`src/rtl/mmio_uart_tx.sv`:
```
// Memory-mapped 8N1 UART transmitter with a TX FIFO and a programmable baud divisor.
// Optional TX-done interrupt enabled by defining TX_IRQ_EN.
module mmio_uart_tx #(
  parameter int unsigned CLK_FREQ   = 12000000,
  parameter int unsigned BAUD       = 115200,
  parameter logic [31:0] BASE_ADDR  = 32'h0000_2000,
  parameter int unsigned FIFO_DEPTH = 8
) (
  input  logic        clk,
  input  logic        reset,
  input  logic        wren,
  input  logic [2:0]  funct3,
  input  logic [31:0] address,
  input  logic [31:0] data_in,
  output logic [31:0] data_out,
  output logic        hit,
  output logic        tx,
  output logic        irq
);

  localparam int unsigned AW = $clog2(FIFO_DEPTH);
  localparam int unsigned PW = AW + 1;
  localparam logic [15:0] DIV_RST = 16'(CLK_FREQ / BAUD);

  typedef enum logic [1:0] {S_IDLE, S_START, S_DATA, S_STOP} state_e;

  state_e        state_q, state_d;
  logic [PW-1:0] wr_ptr_q, wr_ptr_d, rd_ptr_q, rd_ptr_d;
  logic [7:0]    mem_q [FIFO_DEPTH];
  logic [7:0]    shift_q, shift_d;
  logic [15:0]   baud_div_q, baud_div_d, div_act_q, div_act_d, baud_cnt_q, baud_cnt_d;
  logic [2:0]    bit_cnt_q, bit_cnt_d;
  logic          tx_q, tx_d, overflow_q, overflow_d, irq_en_q, irq_en_d, irq_q, irq_d;
  logic          hit_q, hit_d;
  logic [31:0]   data_out_q, data_out_d;

  logic          in_win, wr_hit, push_req, push_ok, pop, start_frame, baud_end;
  logic          empty, full, busy;
  logic [PW-1:0] count, count_d;
  logic [1:0]    cnt_sat;
  logic [31:0]   reg_word, lane, ld_word;
  logic          unused_data;

  assign unused_data = ^data_in[31:16];

  // Address decode, status and registered load path
  always_comb begin
    in_win  = (address[31:4] == BASE_ADDR[31:4]);
    wr_hit  = wren & in_win;
    count   = wr_ptr_q - rd_ptr_q;
    empty   = (count == '0);
    full    = (count == PW'(FIFO_DEPTH));
    busy    = (state_q != S_IDLE);
    cnt_sat = (count > PW'(3)) ? 2'd3 : count[1:0];
    case (address[3:2])
      2'd1:    reg_word = {25'b0, irq_en_q, overflow_q, busy, full, empty, cnt_sat};
      2'd2:    reg_word = {16'b0, baud_div_q};
      default: reg_word = '0;
    endcase
    lane = reg_word >> {address[1:0], 3'b000};
    case (funct3)
      3'b000:  ld_word = {{24{lane[7]}}, lane[7:0]};
      3'b001:  ld_word = {{16{lane[15]}}, lane[15:0]};
      3'b100:  ld_word = {24'b0, lane[7:0]};
      3'b101:  ld_word = {16'b0, lane[15:0]};
      default: ld_word = reg_word;
    endcase
    data_out_d = in_win ? ld_word : '0;
    hit_d      = in_win;
  end

  // Serialiser FSM, FIFO pointers and register writes
  always_comb begin
    state_d     = state_q;
    tx_d        = tx_q;
    shift_d     = shift_q;
    baud_cnt_d  = baud_cnt_q;
    bit_cnt_d   = bit_cnt_q;
    div_act_d   = div_act_q;
    baud_div_d  = baud_div_q;
    overflow_d  = overflow_q;
    irq_en_d    = irq_en_q;
    pop         = 1'b0;
    start_frame = 1'b0;
    baud_end    = (baud_cnt_q == div_act_q - 16'd1);

    case (state_q)
      S_IDLE: begin
        tx_d = 1'b1;
        if (!empty) start_frame = 1'b1;
      end
      S_START: begin
        if (baud_end) begin
          baud_cnt_d = '0;
          state_d    = S_DATA;
          tx_d       = shift_q[0];
        end else begin
          baud_cnt_d = baud_cnt_q + 16'd1;
        end
      end
      S_DATA: begin
        if (baud_end) begin
          baud_cnt_d = '0;
          if (bit_cnt_q == 3'd7) begin
            state_d   = S_STOP;
            tx_d      = 1'b1;
            bit_cnt_d = '0;
          end else begin
            shift_d   = {1'b0, shift_q[7:1]};
            tx_d      = shift_q[1];
            bit_cnt_d = bit_cnt_q + 3'd1;
          end
        end else begin
          baud_cnt_d = baud_cnt_q + 16'd1;
        end
      end
      default: begin
        if (baud_end) begin
          baud_cnt_d = '0;
          if (!empty) begin
            start_frame = 1'b1;
          end else begin
            state_d = S_IDLE;
            tx_d    = 1'b1;
          end
        end else begin
          baud_cnt_d = baud_cnt_q + 16'd1;
        end
      end
    endcase

    // Frame start: pop head byte and freeze the divisor for the whole frame
    if (start_frame) begin
      pop        = 1'b1;
      shift_d    = mem_q[rd_ptr_q[AW-1:0]];
      div_act_d  = baud_div_q;
      state_d    = S_START;
      tx_d       = 1'b0;
      baud_cnt_d = '0;
      bit_cnt_d  = '0;
    end

    push_req = wr_hit && (address[3:2] == 2'd0);
    push_ok  = push_req && (!full || pop);

    if (wr_hit && (address[3:2] == 2'd1)) begin
      if (data_in[5]) overflow_d = 1'b0;
`ifdef TX_IRQ_EN
      irq_en_d = data_in[6];
`endif
    end
    if (push_req && !push_ok) overflow_d = 1'b1;
    if (wr_hit && (address[3:2] == 2'd2))
      baud_div_d = (data_in[15:0] < 16'd2) ? 16'd2 : data_in[15:0];

    wr_ptr_d = wr_ptr_q + PW'(push_ok);
    rd_ptr_d = rd_ptr_q + PW'(pop);
    count_d  = wr_ptr_d - rd_ptr_d;
`ifdef TX_IRQ_EN
    irq_d = irq_en_d && (count_d == '0) && (state_d == S_IDLE);
`else
    irq_d = 1'b0;
`endif
  end

  always_ff @(posedge clk) begin
    if (push_ok) mem_q[wr_ptr_q[AW-1:0]] <= data_in[7:0];
  end

  always_ff @(posedge clk or negedge reset) begin
    if (!reset) begin
      state_q    <= S_IDLE;
      wr_ptr_q   <= '0;
      rd_ptr_q   <= '0;
      shift_q    <= '0;
      baud_div_q <= DIV_RST;
      div_act_q  <= DIV_RST;
      baud_cnt_q <= '0;
      bit_cnt_q  <= '0;
      tx_q       <= 1'b1;
      overflow_q <= 1'b0;
      irq_en_q   <= 1'b0;
      irq_q      <= 1'b0;
      hit_q      <= 1'b0;
      data_out_q <= '0;
    end else begin
      state_q    <= state_d;
      wr_ptr_q   <= wr_ptr_d;
      rd_ptr_q   <= rd_ptr_d;
      shift_q    <= shift_d;
      baud_div_q <= baud_div_d;
      div_act_q  <= div_act_d;
      baud_cnt_q <= baud_cnt_d;
      bit_cnt_q  <= bit_cnt_d;
      tx_q       <= tx_d;
      overflow_q <= overflow_d;
      irq_en_q   <= irq_en_d;
      irq_q      <= irq_d;
      hit_q      <= hit_d;
      data_out_q <= data_out_d;
    end
  end

  assign data_out = data_out_q;
  assign hit      = hit_q;
  assign tx       = tx_q;
  assign irq      = irq_q;

endmodule

```
`config.mk`:
```
export PLATFORM = sky130hd
export DESIGN_NAME = mmio_uart_tx
export DESIGN_NICKNAME = d
export VERILOG_FILES = /design/src/rtl/mmio_uart_tx.sv
export SDC_FILE = /design/constraint.sdc
export NUM_CORES = 1
export LEC_CHECK = 0
export CORE_MARGIN = 10
export CORE_UTILIZATION = 60
export DETAILED_ROUTE_END_ITERATION = 10
export PLACE_DENSITY_LB_ADDON = 0.15
export SLEW_MARGIN = 20
export SYNTH_ARGS = -nofsm -noshare
export SYNTH_HDL_FRONTEND = slang
export SYNTH_SLANG_ARGS = --single-unit
export TNS_END_PERCENT = 10
```
`constraint.sdc`:
```
create_clock -name clk -period 6.92 [get_ports clk]
set_input_delay 1.384 -clock clk [delete_from_list [all_inputs] [get_ports clk]]
set_output_delay 1.384 -clock clk [all_outputs]
set_load 0.1 [all_outputs]
```
Word-level counts from Yosys, hierarchy flattened

Memories as Yosys holds them, arrays and structs flattened.
Index checks and enable logic that the tools add are counted.
Widths: inputs -> output; s select.

Bits in registers: 104
Word-level logic and storage cells: 104
Input bits: 70
Memories: 1
Bits in writable memories: 64

Add/sub/neg operators: 6
Mux-type cells: 39
Reductions and logical operators: 26
Equal/unequal tests: 16
Shift operators: 1
Magnitude comparators: 2
Bitwise gates (word level): 1

Memory list:

| memory | words | width | rd ports | clocked after memory_dff | write ports | RTL line | RTL |
|---|---|---|---|---|---|---|---|
| mem_q  | 8     | 8     | 1        | 0                        | 1           | 29       | `logic [7:0] mem_q [FIFO_DEPTH];` |

Operators with widths:

| kind                  | count |
|---|---|
| $pmux 32 s4           | 1 |
| $mux 16               | 4 |
| $mux 32               | 1 |
| $mux 8                | 4 |
| $pmux 16 s2           | 1 |
| $shr 32x5->16         | 1 |
| $eq 28x10->1 const B  | 1 |
| $add 16x1->16 const B | 1 |
| $eq 16x16->1          | 1 |
| $lt 16x2->1 const B   | 1 |
| $sub 16x1->16 const B | 1 |
| $mux 1                | 14 |
| $mux 2                | 7 |
| $mux 3                | 4 |
| $reduce_bool 2->1     | 5 |
| $eq 3x3->1 const B    | 3 |
| $ne 3x3->1 const B    | 3 |
| $add 4x1->4           | 2 |
| $reduce_and 4->1      | 2 |
| $pmux 2 s3            | 1 |
| $logic_and 1x1->1     | 5 |
| $reduce_bool 5->1     | 1 |
| $eq 2x1->1 const B    | 2 |
| $eq 2x2->1 const B    | 2 |
| 19 further kinds      | 23 |

Depth between registers and ports, before layout

Gate-level depths: netlist (run 1).

Depth after elaboration: 12
Depth in mapped cells: 16
Mapped depth without buffers: 13

Worst setup path after synthesis (run 1)

OpenSTA, ideal clock, no wires.

Kind: register -> register
From: register rd_ptr_q[1]
To: memory mem_q[2][0], enable pin
Cell stages (with the launch flop): 13
Path slack: 2.562 ns
Library setup time: 0.395 ns
Clock period less this slack: 4.358 ns
Path buffers: 3
Arrival: 3.963 ns
Cells stage by stage: dfrtp_1 > clkbuf_1 > clkbuf_1 > inv_1 > ha_1 > and3b_1 > or3_1 > and3b_1 > clkbuf_1 > nor4_1 > nand4_2 > a31oi_4 > nor4bb_1

Longest elaborated chain between the ends: 10
Elaborated cells on any way between the ends: 12
Those cells by class: add/sub (1); eq/ne (1); mux (6); reduce/logical (4)

Ends and longest elaborated chain:

| element                          | RTL line | RTL |
|---|---|---|
| from (decl)                      | 28       | `logic [PW-1:0] wr_ptr_q, wr_ptr_d, rd_ptr_q, rd_ptr_d;` |
| from (signal assigned)           | 189      | `rd_ptr_q <= rd_ptr_d;` |
| $sub 4x4->4 (*)                  | 50       | `count = wr_ptr_q - rd_ptr_q;` |
| $logic_not 4->1                  | 51       | `empty = (count == '0);` |
| $mux 1                           | 90, 120  |  |
| $mux 1                           | 118      | `if (baud_end) begin` |
| $pmux 1 s2                       | 87       | `case (state_q)` |
| $mux 1                           | 133      | `if (start_frame) begin` |
| $logic_or 1x1->1 (*)             | 144      | `push_ok = push_req && (!full \|\| pop);` |
| $logic_and 1x1->1 (*)            | 144      |  |
| $mux 1 (*)                       | 167      | `if (push_ok) mem_q[wr_ptr_q[AW-1:0]] <= data_in[7:0];` |
| $mux 1 (not written as such) (*) | 167      |  |
| to (decl)                        | 29       |  |

Mark *: on every way between the ends. The rest lies on a longest branch, timed or not.

Final worst setup path (run 1)

From: register rd_ptr_q[1]
To: register rd_ptr_q[2]

Longest elaborated chain between the ends: 7

Ends and longest elaborated chain:

| element               | RTL line | RTL |
|---|---|---|
| $sub 4x4->4           | 50       |  |
| $logic_not 4->1       | 51       |  |
| $mux 1                | 90, 120  |  |
| $mux 1                | 118      |  |
| $pmux 1 s2            | 87       |  |
| $mux 1                | 133      |  |
| $add 4x1->4 (*)       | 157      | `rd_ptr_d = rd_ptr_q + PW'(pop);` |
| named net rd_ptr_d[2] | 28       |  |

Mark *: on every way through the listed nets, which the timed path passes. The rest lies on a longest branch.
A chain may end at the register's enable or synchronous reset.

==> impl_metrics.toml, run 1 <==
[status]
status = "complete, no violations"

[yosys]
synth-seq-area-share = 0.542
yosysWarnings = 0
synthFlopType = "dfrtp_1"
syn_area_mm2 = 0.00768
yosysTopAreaCell = "dfrtp_1"
ys_seq_elements = 153
avgSynthCellArea_um2 = 12.8
ys_async_sr_fraction = 0.582
syn-num-nets = 691
synthDistinctLibCells = 79
synth_edf_count = 64
synth_top_area_share = 0.267
netlist_top_cells_area = "dfrtp_1, edfxtp_1, mux4_2"
netlist_instances = 602

[timing]
setup_viol = 0
skew_ps = 13.2
post-route-period-util = 0.644
final-hold-violation-count = 0
report.final.slew_viol_count = 0
worst_slew_pin_slew_ps = 1000
relSlewSlack = 0.329
fmax_ghz = 0.225
fin_tns_setup_ps = 0
rsz0062_at_grt = "false"
layout_min_cycle_time_ps = 4450

[clock_network]
clockBufferDepth = 2
cts_tree = "done"
post-cts-setup-buffer-count = 0
insertion_delay_ps = 430
htreeDepth = 4
clk_pin_slew_worst_paths_ps = 70
root_buffer = "clkbuf_16"
ctsHoldBuffers = 0
post_cts_resized = 0
cts.sinks = 153
cts_inserted_buffers = 17

[run]
drv_cap = 0

[placement]
dp_hpwl_um = 12400
place_congestion = 0.905
portBuffers = 87

[routing]
post_drt_via_cell_ratio = 6.18
postRouteAntennaNets = 0
drc_errors = 0
vias = 5266
dr.pass1.iters = 6
routedWlPerCell_um = 20.5
drt-total-wl_um = 17500
drt_iter0_drc = 552

[power]
power_density_mw_per_mm2 = 216
power.leakage_nw = 3.81
vdd_drop_max_mv = 0.189

[min_path]
holdCritPathClass = "flop to flop"
hold_depth = 2

[floorplan]
row_count = 41
fp.dieW_um = 133
core_mm2 = 0.0126
dieArea_mm2 = 0.0177
ios = 105
die_h_um = 133
start_util = 0.611

[cells_and_area]
layout_commonest_cell = "clkdlybuf4s50_1"
fillerInstances = 845
drive_gt1_frac = 0.171
num_antenna_cells = 0
finalNetCount = 756
syn2layout_area_growth_pct = 18.8
fin_util = 0.726
final_cell_mix = "clkdlybuf4s50_1, dfrtp_1, edfxtp_1"

[global_route]
grt_pass1_vias = 5389
grt_pass1_wl_um = 28100
grt_overflow_total = 0
grt_usage = 0.200
grt_max_degree = 84
grt_antenna_before_repair = 0

[critical_path]
required_ps = 7270
worst-setup-path-type = "flop to flop"
cpMostUsedCell = "ha_1"
worst_ep_arrival_time_ps = 4800
worstPathMaxFanout = 29
cp-end-kind = "flop"
crit_path_top_delay_cell = "dfrtp_1"
crit_path_start_kind = "flop"
slowest_delay_ps = 910
crit_chain = "inv_1 -> ha_1 -> and3b_1 -> or3_1 -> and3b_1 -> nor4_1 -> nand4_2 -> nand2_2 -> ha_1 -> ha_1 -> xor2_1"
reg2reg_depth = 11
## through the flow
step / cell area, um^2 / hold WS [ps] / setup slack [ps] / std cells / power (W)
2_1_floorplan: 7680 / 442 / 2560 / 602 / 0.00102
3_3_place_gp: 8520 / 462 / 2380 / 820 / 0.00107
3_5_place_dp: 8520 / 472 / 2290 / 820 / 0.00108
4_1_cts: 9120 / 489 / 2310 / 852 / 0.00198
5_1_grt: 9120 / 511 / 2130 / 852 / 0.00203
6_report: 9120 / 479 / 2470 / 852 / 0.00197
## metal layers
layer  wire length [um]  track usage  part of all wire  vias to the layer above
met1               7410        0.256              0.42                     2621
met5                  0            0                 0                        -
met4                299       0.0738             0.017                        0
met3               1370       0.0575             0.078                       24
li1                   -            -                 -                     2413
met2               8380        0.319              0.48                      208
## area by class of cell
cell class | instances | area (um^2) | share of cell area
repair buffers | 89 | 887 | 0.0973
flip-flops and latches | 153 | 4160 | 0.456
clock inverters | 15 | 175 | 0.0192
inverters | 23 | 86.3 | 0.00947
multi-input cells | 383 | 3170 | 0.348
clock buffers | 17 | 425 | 0.0466
well taps | 172 | 215 | 0.0236
## kinds of logic (layout without fill, tap and decap cells)
kind of cell | count (synthesis) | in the layout | synth area share
compound gates | 93 | 93 | 0.0922
xor+xnor | 26 | 26 | 0.0297
buf+inv | 66 | 144 | 0.0451
other cells | 1 | 1 | 0.000488
simple gates | 169 | 169 | 0.130
flops | 153 | 153 | 0.542
fa+ha+maj | 19 | 19 | 0.0319
mux | 75 | 75 | 0.129
## flip-flops by register name (all words and copies together) (netlist names), 2 cells and up
name and count:
baud_cnt_q 16, baud_div_q 16, bit_cnt_q 3, data_out 17, div_act_q 16, mem_q 64
rd_ptr_q 4, shift_q 8, state_q 2, wr_ptr_q 4
## critical path: cells and delay by family, from the launching register on
kind / cells / cell delay (ps)
xor+xnor: 1 / 170
fa+ha+maj: 3 / 800
simple gates: 6 / 2270
flops: 1 / 910
buf+inv: 1 / 200
## report_power, final
group	total, W	leakage (nW)	switching [W]	internal (W)
clock	0.000907	0.289	0.000421	0.000486
combinational	0.0000860	1.73	0.0000429	0.0000431
sequential	0.000973	1.79	0.0000105	0.000962
## synthesized netlist by cell type (4+ instances only)
cell type   n
and3_1     14
dfstp_2     7
edfxtp_1   64
nor4_1     18
nand3_1    18
buf_6       4
a21oi_1    27
nor3_1     10
dfrtp_1    82
nor2_1     18
nand2_1    26
ha_1       18
a221o_1     5
mux2_2     31
xor2_1     10
mux2i_1    28
nand4_1     6
or2_2       8
or3_1       7
buf_4      17
nor3b_1     7
xnor2_1    16
a211o_1     5
inv_1      22
clkbuf_1   17
a22o_1      7
o31ai_1     4
mux4_2     16
nor2b_1     6
o21ai_0    10
## worst paths after layout
kind                        startpoint           to  slack (ps)
max                        rd_ptr_q[1]  rd_ptr_q[2]        2470
min                                 tx           tx         480
max reg2reg                rd_ptr_q[1]  rd_ptr_q[2]        2470
min reg2reg                         tx           tx         480
max in group asynchronous        reset  rd_ptr_q[0]        5230
min in group asynchronous        reset   shift_q[5]         760
(Power assumes the default switching activity.)
==> inputs of run 2 (changes only) <==
--- a/config.mk
+++ b/config.mk
@@ -6,7 +6,7 @@
 export NUM_CORES = 1
 export LEC_CHECK = 0
 export CORE_MARGIN = 10
-export CORE_UTILIZATION = 60
+export CORE_UTILIZATION = 50
 export DETAILED_ROUTE_END_ITERATION = 10
 export PLACE_DENSITY_LB_ADDON = 0.15
 export SLEW_MARGIN = 20
==> constraint.sdc (replaced) <==
create_clock -name clk -period 3.93 [get_ports clk]
set_input_delay 0.786 -clock clk [delete_from_list [all_inputs] [get_ports clk]]
set_output_delay 0.786 -clock clk [all_outputs]
set_load 0.1 [all_outputs]
==> run 2 against run 1 <==
Against the previous run: first-iteration DRC count decreased by 17%; flip-flop and latch count stayed put; global-route usage decreased by 2.5 points; sequential power grew 76%; largest power group unchanged; count of clock-buffer cells in the layout unchanged; power is 81% higher; critical path type unchanged; worst setup slack lost 2200 ps; via count grew 0.61%.
==> impl_metrics.toml, run 2 (same netlist as run 1, synthesis figures left out) <==
[timing]
fmax_ghz = 0.270
rsz0062_at_grt = "false"
setup_viol = 0
layout_min_cycle_time_ps = 3700
report.final.slew_viol_count = 0
skew_ps = 11.8
worst_slew_pin_slew_ps = 983
post-route-period-util = 0.942
final-hold-violation-count = 0
fin_tns_setup_ps = 0
whs_ps = 325
relSlewSlack = 0.343

[floorplan]
fp.dieW_um = 144
die_h_um = 144
dieArea_mm2 = 0.0207
ios = 105
start_util = 0.507
row_count = 45
core_mm2 = 0.0151

[global_route]
grt_max_degree = 37
grt_antenna_before_repair = 0
grt_overflow_total = 0
grt_pass1_wl_um = 28400
grt_pass1_vias = 5440
grt_usage = 0.175

[clock_network]
clockBufferDepth = 2
clk_pin_slew_worst_paths_ps = 80
ctsHoldBuffers = 0
cts.sinks = 153
post_cts_resized = 0
cts_inserted_buffers = 17
htreeDepth = 4
insertion_delay_ps = 420
post-cts-setup-buffer-count = 0
cts_tree = "done"
root_buffer = "clkbuf_16"

[routing]
drc_errors = 0
vias = 5298
routedWlPerCell_um = 19.9
dr.pass1.iters = 5
postRouteAntennaNets = 0
drt-total-wl_um = 17700
drt_iter0_drc = 457
post_drt_via_cell_ratio = 5.96

[placement]
dp_hpwl_um = 12700
place_congestion = 0.930
portBuffers = 87

[critical_path]
worst-setup-path-type = "flop to flop"
slowest_delay_ps = 600
worst_ep_arrival_time_ps = 4010
required_ps = 4240
r2r_slack_ps = 230
crit_path_top_delay_cell = "or4_4"
crit_chain = "or4_4 -> or4_1 -> a2111o_1 -> a22oi_4 -> buf_4 -> a41oi_2 -> and3_1 -> a221o_1"
worstPathMaxFanout = 26
cp_num_buf_inv = 1
cp_top_family = "simple AND/OR/NAND/NOR gates"
cp-end-kind = "flop"
crit_path_start_kind = "flop"

[power]
power_density_mw_per_mm2 = 380
vdd_drop_max_mv = 0.292
power.leakage_nw = 3.94

[cells_and_area]
layout_commonest_cell = "clkdlybuf4s50_1"
largest_reg_flops = 64
finalNetCount = 777
final_cell_mix = "clkdlybuf4s50_1, dfrtp_1, edfxtp_1"
drive_gt1_frac = 0.197
num_antenna_cells = 0
syn2layout_area_growth_pct = 21.9

[min_path]
holdCritPathClass = "primary input to asynchronous set/reset pin"

[run]
drv_cap = 0

[status]
status = "complete, no violations"
## run 2: cell count changes in the layout (fill, tap and decap cells not counted), sizes merged
| cell | before | now |
|---|---|---|
| buf | 3 | 24 |
| clkinv | 7 | 4 |
| clkinvlp | 1 | 0 |
| inv | 30 | 34 |
## run 2: final cells by class
cell class              instances  area [um^2]
multi-input cells             383         3190
flip-flops and latches        153         4160
inverters                      23         86.3
repair buffers                110         1070
well taps                     188          235
clock buffers                  17          425
clock inverters                15          199
fillers                      1166         5790
## run 2: through the flow
step | worst slack, ps | std cells | power [W] | instance area, um^2 | util
global route | 20.1 | 889 | 0.00368 | 9360 | 0.618
CTS | 191 | 889 | 0.00360 | 9360 | 0.618
detailed placement | 203 | 857 | 0.00190 | 8730 | 0.577
finish | 230 | 889 | 0.00355 | 9360 | 0.618
floorplan | 56.0 | 602 | 0.00179 | 7690 | -
global placement | 308 | 857 | 0.00189 | 8730 | 0.577
## run 2: power breakdown
part | switching (W) | internal (W) | total, W
Combinational | 0.0000757 | 0.0000764 | 0.000152
Sequential | 0.0000174 | 0.00169 | 0.00171
Clock | 0.000808 | 0.000884 | 0.00169
## run 2: path summary, 6_finish.rpt
check	cells after the start	startpoint	to
worst max register to register	8	div_act_q[4]	baud_cnt_q[8]
max in group asynchronous	2	reset	div_act_q[5]
worst min-delay path	1	reset	shift_q[2]
worst max-delay path	8	div_act_q[4]	baud_cnt_q[8]
min in group clk	1	wr_ptr_q[3]	wr_ptr_q[3]
worst min register to register	1	wr_ptr_q[3]	wr_ptr_q[3]
## run 2: layer usage
metal / global-route usage / share of wire
met2: 0.285 / 0.49
met5: 0 / 0
met3: 0.0515 / 0.064
met1: 0.229 / 0.45
met4: 0.0317 / 0.0016
